[config.mk]
export PLATFORM = sky130hd
export DESIGN_NAME = ex_stage_pipe_flat
export DESIGN_NICKNAME = d
export VERILOG_FILES = /design/src/rtl/ex_pkg.sv /design/src/rtl/ex_stage_pipe_if.sv /design/src/rtl/ex_stage_pipe_muldiv_iter.sv /design/src/rtl/ex_stage_pipe.sv /design/src/flat_wrapper.sv
export SDC_FILE = /design/constraint.sdc
export NUM_CORES = 2
export LEC_CHECK = 0
export CAP_MARGIN = 20
export CORE_MARGIN = 3
export CORE_UTILIZATION = 55
export CTS_CLUSTER_SIZE = 24
export DETAILED_ROUTE_END_ITERATION = 12
export HOLD_SLACK_MARGIN = 0.12
export PLACE_DENSITY_LB_ADDON = 0.25
export REMOVE_ABC_BUFFERS = 1
export SLEW_MARGIN = 20
export SYNTH_ARGS = -nofsm -noshare
export SYNTH_HDL_FRONTEND = slang
export SYNTH_HIERARCHICAL = 1
export SYNTH_SLANG_ARGS = --single-unit
[constraint.sdc]
create_clock -name clock -period 8.7 [get_ports clock]
set_clock_uncertainty 0.05 [all_clocks]
set_input_delay 2.175 -clock clock [delete_from_list [all_inputs] [get_ports clock]]
set_output_delay 2.175 -clock clock [all_outputs]
set_load 0.01 [all_outputs]
[src/rtl/ex_pkg.sv]
// Shared types for the MUSA execute stage: op codes, FSM states, flag bit positions.
package ex_pkg;

  typedef enum logic [4:0] {
    ALU_ADD  = 5'd0,
    ALU_SUB  = 5'd1,
    ALU_AND  = 5'd2,
    ALU_OR   = 5'd3,
    ALU_XOR  = 5'd4,
    ALU_NOR  = 5'd5,
    ALU_SLT  = 5'd6,
    ALU_SLTU = 5'd7,
    ALU_SLL  = 5'd8,
    ALU_SRL  = 5'd9,
    ALU_SRA  = 5'd10,
    ALU_MUL  = 5'd11,
    ALU_DIV  = 5'd12,
    ALU_DIVU = 5'd13,
    ALU_REM  = 5'd14
  } alu_op_t;

  typedef enum logic [1:0] {
    ST_IDLE = 2'd0,
    ST_BUSY = 2'd1,
    ST_DONE = 2'd2
  } ex_state_t;

  localparam int FLAG_OVF  = 2;
  localparam int FLAG_NEG  = 1;
  localparam int FLAG_ZERO = 0;

  function automatic logic is_muldiv(input alu_op_t op);
    return op inside {ALU_MUL, ALU_DIV, ALU_DIVU, ALU_REM};
  endfunction

endpackage

[src/rtl/ex_stage_pipe_if.sv]
// ID->EX operation bus and EX->MEM result bus, each with its own valid/ready pair.
interface ex_stage_pipe_if #(
  parameter int DATA_WIDTH = 32,
  parameter int ADDR_WIDTH = 32,
  parameter int JUMP_WIDTH = 26
);
  logic                  in_valid;
  logic                  in_ready;
  logic [DATA_WIDTH-1:0] data_a;
  logic [DATA_WIDTH-1:0] data_b;
  logic [4:0]            alu_control;
  logic [ADDR_WIDTH-1:0] pc_in;
  logic [JUMP_WIDTH-1:0] jump_address;
  logic                  branch;
  logic                  jump;
  logic                  jump_sel;
  logic                  out_valid;
  logic                  out_ready;
  logic [DATA_WIDTH-1:0] result;
  logic [2:0]            flag;
  logic [DATA_WIDTH-1:0] out_data_b;
  logic [ADDR_WIDTH-1:0] next_address;
  logic                  redirect;

  // Producer/consumer side (ID feeding ops, MEM taking results)
  modport master (
    output in_valid, data_a, data_b, alu_control, pc_in, jump_address,
           branch, jump, jump_sel, out_ready,
    input  in_ready, out_valid, result, flag, out_data_b, next_address, redirect
  );

  // Execute stage side
  modport slave (
    input  in_valid, data_a, data_b, alu_control, pc_in, jump_address,
           branch, jump, jump_sel, out_ready,
    output in_ready, out_valid, result, flag, out_data_b, next_address, redirect
  );
endinterface

[src/rtl/ex_stage_pipe_muldiv_iter.sv]
// Iterative radix-2 multiplier / restoring divider, one bit per cycle for W cycles.
// Works on operand magnitudes and fixes signs once the iteration finishes.
module muldiv_iter
  import ex_pkg::*;
#(
  parameter int W = 32
) (
  input  logic         clock,
  input  logic         reset,
  input  logic         start_i,
  input  alu_op_t      op_i,
  input  logic [W-1:0] a_i,
  input  logic [W-1:0] b_i,
  output logic         busy_o,
  output logic         done_o,
  output logic [W-1:0] res_o,
  output logic         ovf_o
);
  localparam int CW = $clog2(W);
  localparam logic [W-1:0] MIN_NEG = {1'b1, {(W-1){1'b0}}};

  alu_op_t       op_q, op_d;
  logic          busy_q, busy_d;
  logic [CW-1:0] cnt_q, cnt_d;
  // hi: running product high half / partial remainder; lo: multiplier / quotient
  logic [W:0]    hi_q, hi_d;
  logic [W-1:0]  lo_q, lo_d;
  logic [W-1:0]  dvs_q, dvs_d;
  logic [W-1:0]  a_q, a_d;
  logic          neg_q, neg_d, rneg_q, rneg_d, div0_q, div0_d, dovf_q, dovf_d;

  logic          sgn, sa, sb;
  logic [W-1:0]  ma, mb;
  logic [W:0]    msum, rs;
  logic [W+1:0]  diff;

  // Operand magnitudes and one iteration step of each algorithm
  always_comb begin
    sgn  = (op_i != ALU_DIVU);
    sa   = sgn & a_i[W-1];
    sb   = sgn & b_i[W-1];
    ma   = sa ? -a_i : a_i;
    mb   = sb ? -b_i : b_i;
    msum = hi_q + (lo_q[0] ? {1'b0, dvs_q} : '0);
    rs   = {hi_q[W-1:0], lo_q[W-1]};
    diff = {1'b0, rs} - {2'b00, dvs_q};
  end

  // Next-state: load on start, otherwise iterate while busy
  always_comb begin
    op_d   = op_q;
    busy_d = busy_q;
    cnt_d  = cnt_q;
    hi_d   = hi_q;
    lo_d   = lo_q;
    dvs_d  = dvs_q;
    a_d    = a_q;
    neg_d  = neg_q;
    rneg_d = rneg_q;
    div0_d = div0_q;
    dovf_d = dovf_q;
    if (start_i) begin
      op_d   = op_i;
      busy_d = 1'b1;
      cnt_d  = '0;
      hi_d   = '0;
      lo_d   = ma;
      dvs_d  = mb;
      a_d    = a_i;
      neg_d  = sa ^ sb;
      rneg_d = sa;
      div0_d = (b_i == '0);
      dovf_d = (op_i == ALU_DIV) && (a_i == MIN_NEG) && (b_i == '1);
    end else if (busy_q) begin
      cnt_d = cnt_q + 1'b1;
      if (cnt_q == CW'(W-1)) busy_d = 1'b0;
      if (op_q == ALU_MUL) begin
        hi_d = {1'b0, msum[W:1]};
        lo_d = {msum[0], lo_q[W-1:1]};
      end else if (!diff[W+1]) begin
        hi_d = diff[W:0];
        lo_d = {lo_q[W-2:0], 1'b1};
      end else begin
        hi_d = rs;
        lo_d = {lo_q[W-2:0], 1'b0};
      end
    end
  end

  // Iteration registers
  always_ff @(posedge clock) begin
    if (reset) begin
      op_q   <= ALU_ADD;
      busy_q <= 1'b0;
      cnt_q  <= '0;
      hi_q   <= '0;
      lo_q   <= '0;
      dvs_q  <= '0;
      a_q    <= '0;
      neg_q  <= 1'b0;
      rneg_q <= 1'b0;
      div0_q <= 1'b0;
      dovf_q <= 1'b0;
    end else begin
      op_q   <= op_d;
      busy_q <= busy_d;
      cnt_q  <= cnt_d;
      hi_q   <= hi_d;
      lo_q   <= lo_d;
      dvs_q  <= dvs_d;
      a_q    <= a_d;
      neg_q  <= neg_d;
      rneg_q <= rneg_d;
      div0_q <= div0_d;
      dovf_q <= dovf_d;
    end
  end

  logic [2*W-1:0] prod, sprod;
  logic [W-1:0]   quo, rem;

  // Sign fix-up and the divide-by-zero / overflow special cases
  always_comb begin
    prod  = {hi_q[W-1:0], lo_q};
    sprod = neg_q ? -prod : prod;
    quo   = neg_q ? -lo_q : lo_q;
    rem   = rneg_q ? -hi_q[W-1:0] : hi_q[W-1:0];
    res_o = quo;
    ovf_o = dovf_q;
    case (op_q)
      ALU_MUL: begin
        res_o = sprod[W-1:0];
        ovf_o = (sprod[2*W-1:W] != {W{sprod[W-1]}});
      end
      ALU_REM: begin
        res_o = div0_q ? a_q : rem;
        ovf_o = div0_q;
      end
      default: begin
        res_o = div0_q ? '1 : quo;
        ovf_o = div0_q | dovf_q;
      end
    endcase
  end

  assign busy_o = busy_q;
  // High during the last iteration cycle; result is stable from the following cycle
  assign done_o = busy_q && (cnt_q == CW'(W-1));

endmodule

[src/rtl/ex_stage_pipe.sv]
// MUSA execute stage: single-cycle ALU, iterative MUL/DIV/REM, branch/jump target,
// all results registered behind a valid/ready output stage towards MEM.
module ex_stage_pipe
  import ex_pkg::*;
#(
  parameter int DATA_WIDTH = 32,
  parameter int ADDR_WIDTH = 32,
  parameter int JUMP_WIDTH = 26,
  parameter int MULDIV_EN  = 1
) (
  input logic            clock,
  input logic            reset,
  ex_stage_pipe_if.slave bus
);
  localparam int W  = DATA_WIDTH;
  localparam int AW = ADDR_WIDTH;
  localparam int SH = $clog2(W);

  typedef struct packed {
    logic [W-1:0]  result;
    logic [2:0]    flag;
    logic [W-1:0]  data_b;
    logic [AW-1:0] next_address;
    logic          redirect;
  } out_t;

  // Side information of a multi-cycle op, held until its result is loaded
  typedef struct packed {
    logic [W-1:0]  data_b;
    logic [AW-1:0] next_address;
    logic          redirect;
  } pend_t;

  ex_state_t state_q, state_d;
  out_t      out_q, out_d;
  logic      out_valid_q, out_valid_d;
  pend_t     pend_q, pend_d;

  alu_op_t       op;
  logic          md_op;
  logic [W-1:0]  a, b, sum, dif, alu_res;
  logic [SH-1:0] sh;
  logic          alu_ovf;

  assign op    = alu_op_t'(bus.alu_control);
  assign md_op = (MULDIV_EN != 0) && is_muldiv(op);
  assign a     = bus.data_a;
  assign b     = bus.data_b;
  assign sh    = b[SH-1:0];
  assign sum   = a + b;
  assign dif   = a - b;

  // Single-cycle ALU; MUL/DIV/REM fall back to ADD when no iterative unit exists
  always_comb begin
    alu_res = '0;
    alu_ovf = 1'b0;
    case (op)
      ALU_ADD, ALU_MUL, ALU_DIV, ALU_DIVU, ALU_REM: begin
        alu_res = sum;
        alu_ovf = (a[W-1] == b[W-1]) && (sum[W-1] != a[W-1]);
      end
      ALU_SUB: begin
        alu_res = dif;
        alu_ovf = (a[W-1] != b[W-1]) && (dif[W-1] != a[W-1]);
      end
      ALU_AND:  alu_res = a & b;
      ALU_OR:   alu_res = a | b;
      ALU_XOR:  alu_res = a ^ b;
      ALU_NOR:  alu_res = ~(a | b);
      ALU_SLT:  alu_res = {{(W-1){1'b0}}, ($signed(a) < $signed(b))};
      ALU_SLTU: alu_res = {{(W-1){1'b0}}, (a < b)};
      ALU_SLL:  alu_res = a << sh;
      ALU_SRL:  alu_res = a >> sh;
      ALU_SRA:  alu_res = $signed(a) >>> sh;
      default:  ;
    endcase
  end

  logic [AW-1:0]      na;
  logic               redir;
  logic signed [15:0] boff;

  assign boff = bus.jump_address[15:0];

  // Redirect target; the branch condition is the SUB-zero test, independent of op
  always_comb begin
    na    = bus.pc_in;
    redir = 1'b0;
    if (bus.jump) begin
      redir = 1'b1;
      na    = bus.jump_sel ? AW'(bus.data_a)
                           : {bus.pc_in[AW-1:JUMP_WIDTH+2], bus.jump_address, 2'b00};
    end else if (bus.branch && (bus.data_a == bus.data_b)) begin
      redir = 1'b1;
      na    = bus.pc_in + (AW'(boff) << 2);
    end
  end

  logic         can_load, accept, md_start, md_busy, md_done, md_ovf;
  logic [W-1:0] md_res;

  assign can_load     = !out_valid_q || bus.out_ready;
  assign bus.in_ready = !reset && (state_q == ST_IDLE) && can_load;
  assign accept       = bus.in_valid && bus.in_ready;

  generate
    if (MULDIV_EN != 0) begin : g_md
      muldiv_iter #(.W(W)) u_md (
        .clock  (clock),
        .reset  (reset),
        .start_i(md_start),
        .op_i   (op),
        .a_i    (a),
        .b_i    (b),
        .busy_o (md_busy),
        .done_o (md_done),
        .res_o  (md_res),
        .ovf_o  (md_ovf)
      );
    end else begin : g_no_md
      assign md_busy = 1'b0;
      assign md_done = 1'b0;
      assign md_res  = '0;
      assign md_ovf  = 1'b0;
    end
  endgenerate

  // FSM next-state and output-register loads
  always_comb begin
    state_d     = state_q;
    out_d       = out_q;
    pend_d      = pend_q;
    md_start    = 1'b0;
    out_valid_d = out_valid_q && !bus.out_ready;
    case (state_q)
      ST_IDLE: begin
        if (accept) begin
          if (md_op) begin
            md_start = 1'b1;
            pend_d   = '{data_b: b, next_address: na, redirect: redir};
            state_d  = ST_BUSY;
          end else begin
            out_d = '{result: alu_res,
                      flag: {alu_ovf, alu_res[W-1], alu_res == '0},
                      data_b: b, next_address: na, redirect: redir};
            out_valid_d = 1'b1;
          end
        end
      end
      ST_BUSY: begin
        if (md_done)      state_d = ST_DONE;
        else if (!md_busy) state_d = ST_IDLE;  // unit lost its op: never wait forever
      end
      ST_DONE: begin
        if (can_load) begin
          out_d = '{result: md_res,
                    flag: {md_ovf, md_res[W-1], md_res == '0},
                    data_b: pend_q.data_b, next_address: pend_q.next_address,
                    redirect: pend_q.redirect};
          out_valid_d = 1'b1;
          state_d     = ST_IDLE;
        end
      end
      default: state_d = ST_IDLE;
    endcase
  end

  // State, pending-op and output registers
  always_ff @(posedge clock) begin
    if (reset) begin
      state_q     <= ST_IDLE;
      out_q       <= '0;
      out_valid_q <= 1'b0;
      pend_q      <= '0;
    end else begin
      state_q     <= state_d;
      out_q       <= out_d;
      out_valid_q <= out_valid_d;
      pend_q      <= pend_d;
    end
  end

  assign bus.out_valid    = out_valid_q;
  assign bus.result       = out_q.result;
  assign bus.flag         = out_q.flag;
  assign bus.out_data_b   = out_q.data_b;
  assign bus.next_address = out_q.next_address;
  assign bus.redirect     = out_q.redirect;

endmodule

[src/flat_wrapper.sv]
// flat-port wrapper written by rule: the top's interface ports become plain ports
module ex_stage_pipe_flat import ex_pkg::*;
#(
  parameter int DATA_WIDTH = 32,
  parameter int ADDR_WIDTH = 32,
  parameter int JUMP_WIDTH = 26,
  parameter int MULDIV_EN  = 1
)
  (clock, reset, bus_in_valid, bus_data_a, bus_data_b, bus_alu_control, bus_pc_in, bus_jump_address, bus_branch, bus_jump, bus_jump_sel, bus_out_ready, bus_in_ready, bus_out_valid, bus_result, bus_flag, bus_out_data_b, bus_next_address, bus_redirect);
  ex_stage_pipe_if #(.DATA_WIDTH(DATA_WIDTH), .ADDR_WIDTH(ADDR_WIDTH), .JUMP_WIDTH(JUMP_WIDTH)) bus_i ();
  input logic clock;
  input logic reset;
  input wire logic [$bits(bus_i.in_valid)-1:0] bus_in_valid;
  input wire logic [$bits(bus_i.data_a)-1:0] bus_data_a;
  input wire logic [$bits(bus_i.data_b)-1:0] bus_data_b;
  input wire logic [$bits(bus_i.alu_control)-1:0] bus_alu_control;
  input wire logic [$bits(bus_i.pc_in)-1:0] bus_pc_in;
  input wire logic [$bits(bus_i.jump_address)-1:0] bus_jump_address;
  input wire logic [$bits(bus_i.branch)-1:0] bus_branch;
  input wire logic [$bits(bus_i.jump)-1:0] bus_jump;
  input wire logic [$bits(bus_i.jump_sel)-1:0] bus_jump_sel;
  input wire logic [$bits(bus_i.out_ready)-1:0] bus_out_ready;
  output wire logic [$bits(bus_i.in_ready)-1:0] bus_in_ready;
  output wire logic [$bits(bus_i.out_valid)-1:0] bus_out_valid;
  output wire logic [$bits(bus_i.result)-1:0] bus_result;
  output wire logic [$bits(bus_i.flag)-1:0] bus_flag;
  output wire logic [$bits(bus_i.out_data_b)-1:0] bus_out_data_b;
  output wire logic [$bits(bus_i.next_address)-1:0] bus_next_address;
  output wire logic [$bits(bus_i.redirect)-1:0] bus_redirect;
  assign bus_i.in_valid = bus_in_valid;
  assign bus_i.data_a = bus_data_a;
  assign bus_i.data_b = bus_data_b;
  assign bus_i.alu_control = bus_alu_control;
  assign bus_i.pc_in = bus_pc_in;
  assign bus_i.jump_address = bus_jump_address;
  assign bus_i.branch = bus_branch;
  assign bus_i.jump = bus_jump;
  assign bus_i.jump_sel = bus_jump_sel;
  assign bus_i.out_ready = bus_out_ready;
  assign bus_in_ready = bus_i.in_ready;
  assign bus_out_valid = bus_i.out_valid;
  assign bus_result = bus_i.result;
  assign bus_flag = bus_i.flag;
  assign bus_out_data_b = bus_i.out_data_b;
  assign bus_next_address = bus_i.next_address;
  assign bus_redirect = bus_i.redirect;
  ex_stage_pipe #(.DATA_WIDTH(DATA_WIDTH), .ADDR_WIDTH(ADDR_WIDTH), .JUMP_WIDTH(JUMP_WIDTH), .MULDIV_EN(MULDIV_EN)) u_core (.clock(clock), .reset(reset), .bus(bus_i));
endmodule
==> flow_summary.yaml <==
route:
  ant_nets: 0
  route.detailed.drc: 0
  first_pass_iters: 8
  vias: 39081
  drtIter0Drc: 5626
  routed_wl_mm: 150
  wire_per_inst_um: 27.0
  vias_per_cell: 7.07
critical_path:
  crit_arrival_ns: 7.13
  end_kind: "flop"
  critPathRequiredTime_ns: 9.16
  ff2ff_setup_slack_ns: 3.82
  start_kind: "input port"
  reg2reg_from: "u_core/g_md.u_md/hi_q[0]$_SDFFE_PP0P_"
  worstSetupPathType: "input port to flop"
  rr_endpoint: "u_core/bus.flag[0]$_SDFFE_PP0P_"
  crit_fanout: 16
  rr_worst_depth: 13
die:
  die_h_um: 253
  fp.dieW_um: 253
  die_area_um2: 64000
  rows: 89
  start_util: 0.562
  core_um2: 59700
  num_io_pins: 236
sta:
  relSlewSlack: 0.164
  min_period_ns: 6.67
  rsz0062_at_grt: "false"
  tns_ns: 0
  fmax_mhz: 150
  worst_pin_slew_ns: 1.24
  finalCritPeriodShare: 0.766
  setup_viol: 0
  slew_violations: 0
  hold_viol_final: 0
yosys:
  synth_ff_type: "dfxtp_1"
  async_flop_share: 0
  yosysWarnings: 6
  synthSimpleGateAreaFrac: 0.234
  synth_xor_xnor_area_share: 0.0582
  synthesis.area_um2: 33600
  synth.most_common_cell: "nand2_1"
  synth_seq_cells: 311
  synth.top_cell.area_share: 0.185
  synth_common_cells: "580 x nand2_1, 515 x nor2_1, 428 x a21oi_1, 311 x dfxtp_1, 292 x clkbuf_1"
  post_synth_num_cell_types: 108
  synth_edf_count: 0
  ys_seq_area_frac: 0.185
  synth_adder_area_share: 0.0779
  synth_top_family_by_area: "compound AO/OA/AOI/OAI gates"
  yosys.area.top_type: "dfxtp_1"
  synth_compound_area_frac: 0.299
  synth_cells: 4713
  synthMuxAreaShare: 0.0769
  synthTopCellsByArea: "dfxtp_1 19%, ha_1 7.5%, nand2_1 6.5%, a21oi_1 6.4%, nor2_1 5.8%"
  avgSynthCellArea_um2: 7.12
final_layout:
  layoutNonFillerInstCount: 5529
  fin_nets: 5066
  fin_area_um2: 37500
  layout-drive-gt1-share: 0.0679
  multi_input_area_um2: 25100
  seq_area_um2: 6230
  area_delta_synth_final_pct: 11.7
  fill_cells: 5554
power:
  totalPowerFinal_w: 0.00492
  peakVddDrop_v: 0.000144
  leakage_nw: 14.2
  pwr_density_cell_nw_per_um2: 131
clock_tree:
  cts_tree: "yes"
  cts_root_buf: "clkbuf_16"
  cts_resized: 0
  cts.sinks: 311
  htreeDepth: 2
  cts_setup_buffers: 0
  numCtsBuffers: 39
  ctsHoldBuffers: 0
  clock_tree.buffer_depth: 3
  clock_latency_ns: 0.60
  clkTransAtPathRegs_ns: 0.06
run_status:
  status: "complete, no violations"
worst_hold_path:
  hold_path_startpoint: "u_core/bus.next_address[8]$_SDFFE_PP0P_"
  holdCritPathClass: "flop to flop"
  hold_depth: 2
  holdPathEnd: "u_core/bus.next_address[8]$_SDFFE_PP0P_"
global_routing:
  grt_pass1_wl_mm: 220
  antenna_found_initial: 4
  grt-ovfl-total: 0
  grt_max_degree: 90
  grt_use_total: 0.445
  first_global_vias: 35239
placed_design:
  hpwl_mm: 109
  io_buffer_count: 235
  place.gp.congestion: 1.09
  placed_cells: 5458
  place_area_um2: 36200
job:
  max-cap-violations: 0
==> state kept, by name, summed over array words and instances, names as in the netlist <==
signal                   count
u_core/g_md.u_md/dvs_q      32
u_core/g_md.u_md/dovf_q      1
u_core/bus.flag              3
u_core/bus.result           31
u_core/g_md.u_md/op_q        5
u_core/pend_q               65
u_core/g_md.u_md/lo_q       32
u_core/g_md.u_md/a_q        32
u_core/g_md.u_md/div0_q      1
u_core/g_md.u_md/rneg_q      1
u_core/bus.next_address     32
u_core/g_md.u_md/hi_q       33
u_core/g_md.u_md/neg_q       1
u_core/bus.out_valid         1
u_core/bus.out_data_b       32
u_core/bus.redirect          1
u_core/g_md.u_md/busy_o      1
u_core/g_md.u_md/cnt_q       5
u_core/state_q               2
==> layer usage <==
layer  routed length [um]  vias to the layer above  track usage
li1                     -                    17366            -
met1                57400                    18269        0.589
met2                60400                     2812        0.634
met3                21100                      630        0.138
met4                10600                        4        0.266
met5                   26                        -            0
==> cell usage in the layout, fill, tap and decap left out, types with 47 or more instances in the layout <==
master and count:
a311oi_1 77, nor2_1 513, nand2_1 580, a211oi_1 97
o31ai_1 47, nor3_1 89, inv_1 190, nand3_1 119
xor2_1 97, a31oi_1 62, mux2i_1 150, clkdlybuf4s50_1 228
xnor2_1 123, o21ai_0 214, o211ai_1 54, a21oi_1 428
ha_1 201, dfxtp_1 309, buf_4 113, o221ai_1 71
nand4_1 50, nor4_1 51, a21o_1 82
==> stage by stage <==
stage | hold slack (ns) | setup WS [ns] | util
after floorplan | 0.371 | 0.395 | -
after global placement | 0.387 | 1.84 | 0.607
after detailed placement | 0.395 | 1.76 | 0.607
after CTS | 0.404 | 2.32 | 0.628
after global routing | 0.417 | 1.80 | 0.628
final | 0.400 | 2.03 | 0.628
==> area by class of cell <==
cell class | instances | area share
clock buffers | 52 | 0.0289
well taps | 773 | 0.0258
diodes | 2 | 0.000133
flip-flops and latches | 311 | 0.166
repair buffers | 346 | 0.0844
inverters | 197 | 0.0199
clock inverters | 17 | 0.00437
multi-input cells | 3831 | 0.670
==> how the worst max path moves through the flow <==
stage | from | endpoint | cells after the start
global placement | bus_data_b[30] | u_core/bus.next_address[11]$_SDFFE_PP0P_ | 13
detailed placement | bus_data_a[1] | u_core/bus.flag[0]$_SDFFE_PP0P_ | 15
finish | bus_data_a[2] | u_core/bus.flag[0]$_SDFFE_PP0P_ | 14
global route | bus_data_a[2] | u_core/bus.flag[0]$_SDFFE_PP0P_ | 14
floorplan | bus_out_ready | u_core/g_md.u_md/hi_q[28]$_SDFFE_PP0P_ | 8
CTS | bus_data_a[2] | u_core/bus.flag[0]$_SDFFE_PP0P_ | 14
==> power breakdown <==
| part | switching [W] | internal, W | leakage (nW) |
|---|---|---|---|
| Sequential | 0.0000475 | 0.00147 | 2.52 |
| Combinational | 0.00113 | 0.000634 | 11.1 |
| Clock | 0.000704 | 0.000941 | 0.621 |
==> critical path, stage by stage <==
cell,delay (ns)
clkdlybuf4s50_1,0.89
inv_1,0.17
ha_1,0.52
nor2_1,0.10
o311ai_0,0.65
a21oi_1,0.37
a311oi_1,0.41
o21ai_0,0.18
a311oi_1,0.30
o311ai_0,0.25
nor3_1,0.31
nand4_1,0.31
nor4_1,0.35
o2bb2ai_1,0.14
==> cells by family after synthesis <==
kind of cell,count (synthesis)
AO/OA/AOI/OAI,1491
multiplexers,217
XOR/XNOR,221
adder cells (fa/ha/maj),206
flip-flops,311
buffers and inverters,571
AND/OR/NAND/NOR,1696
Note: power is estimated with default switching activity, not from simulation.
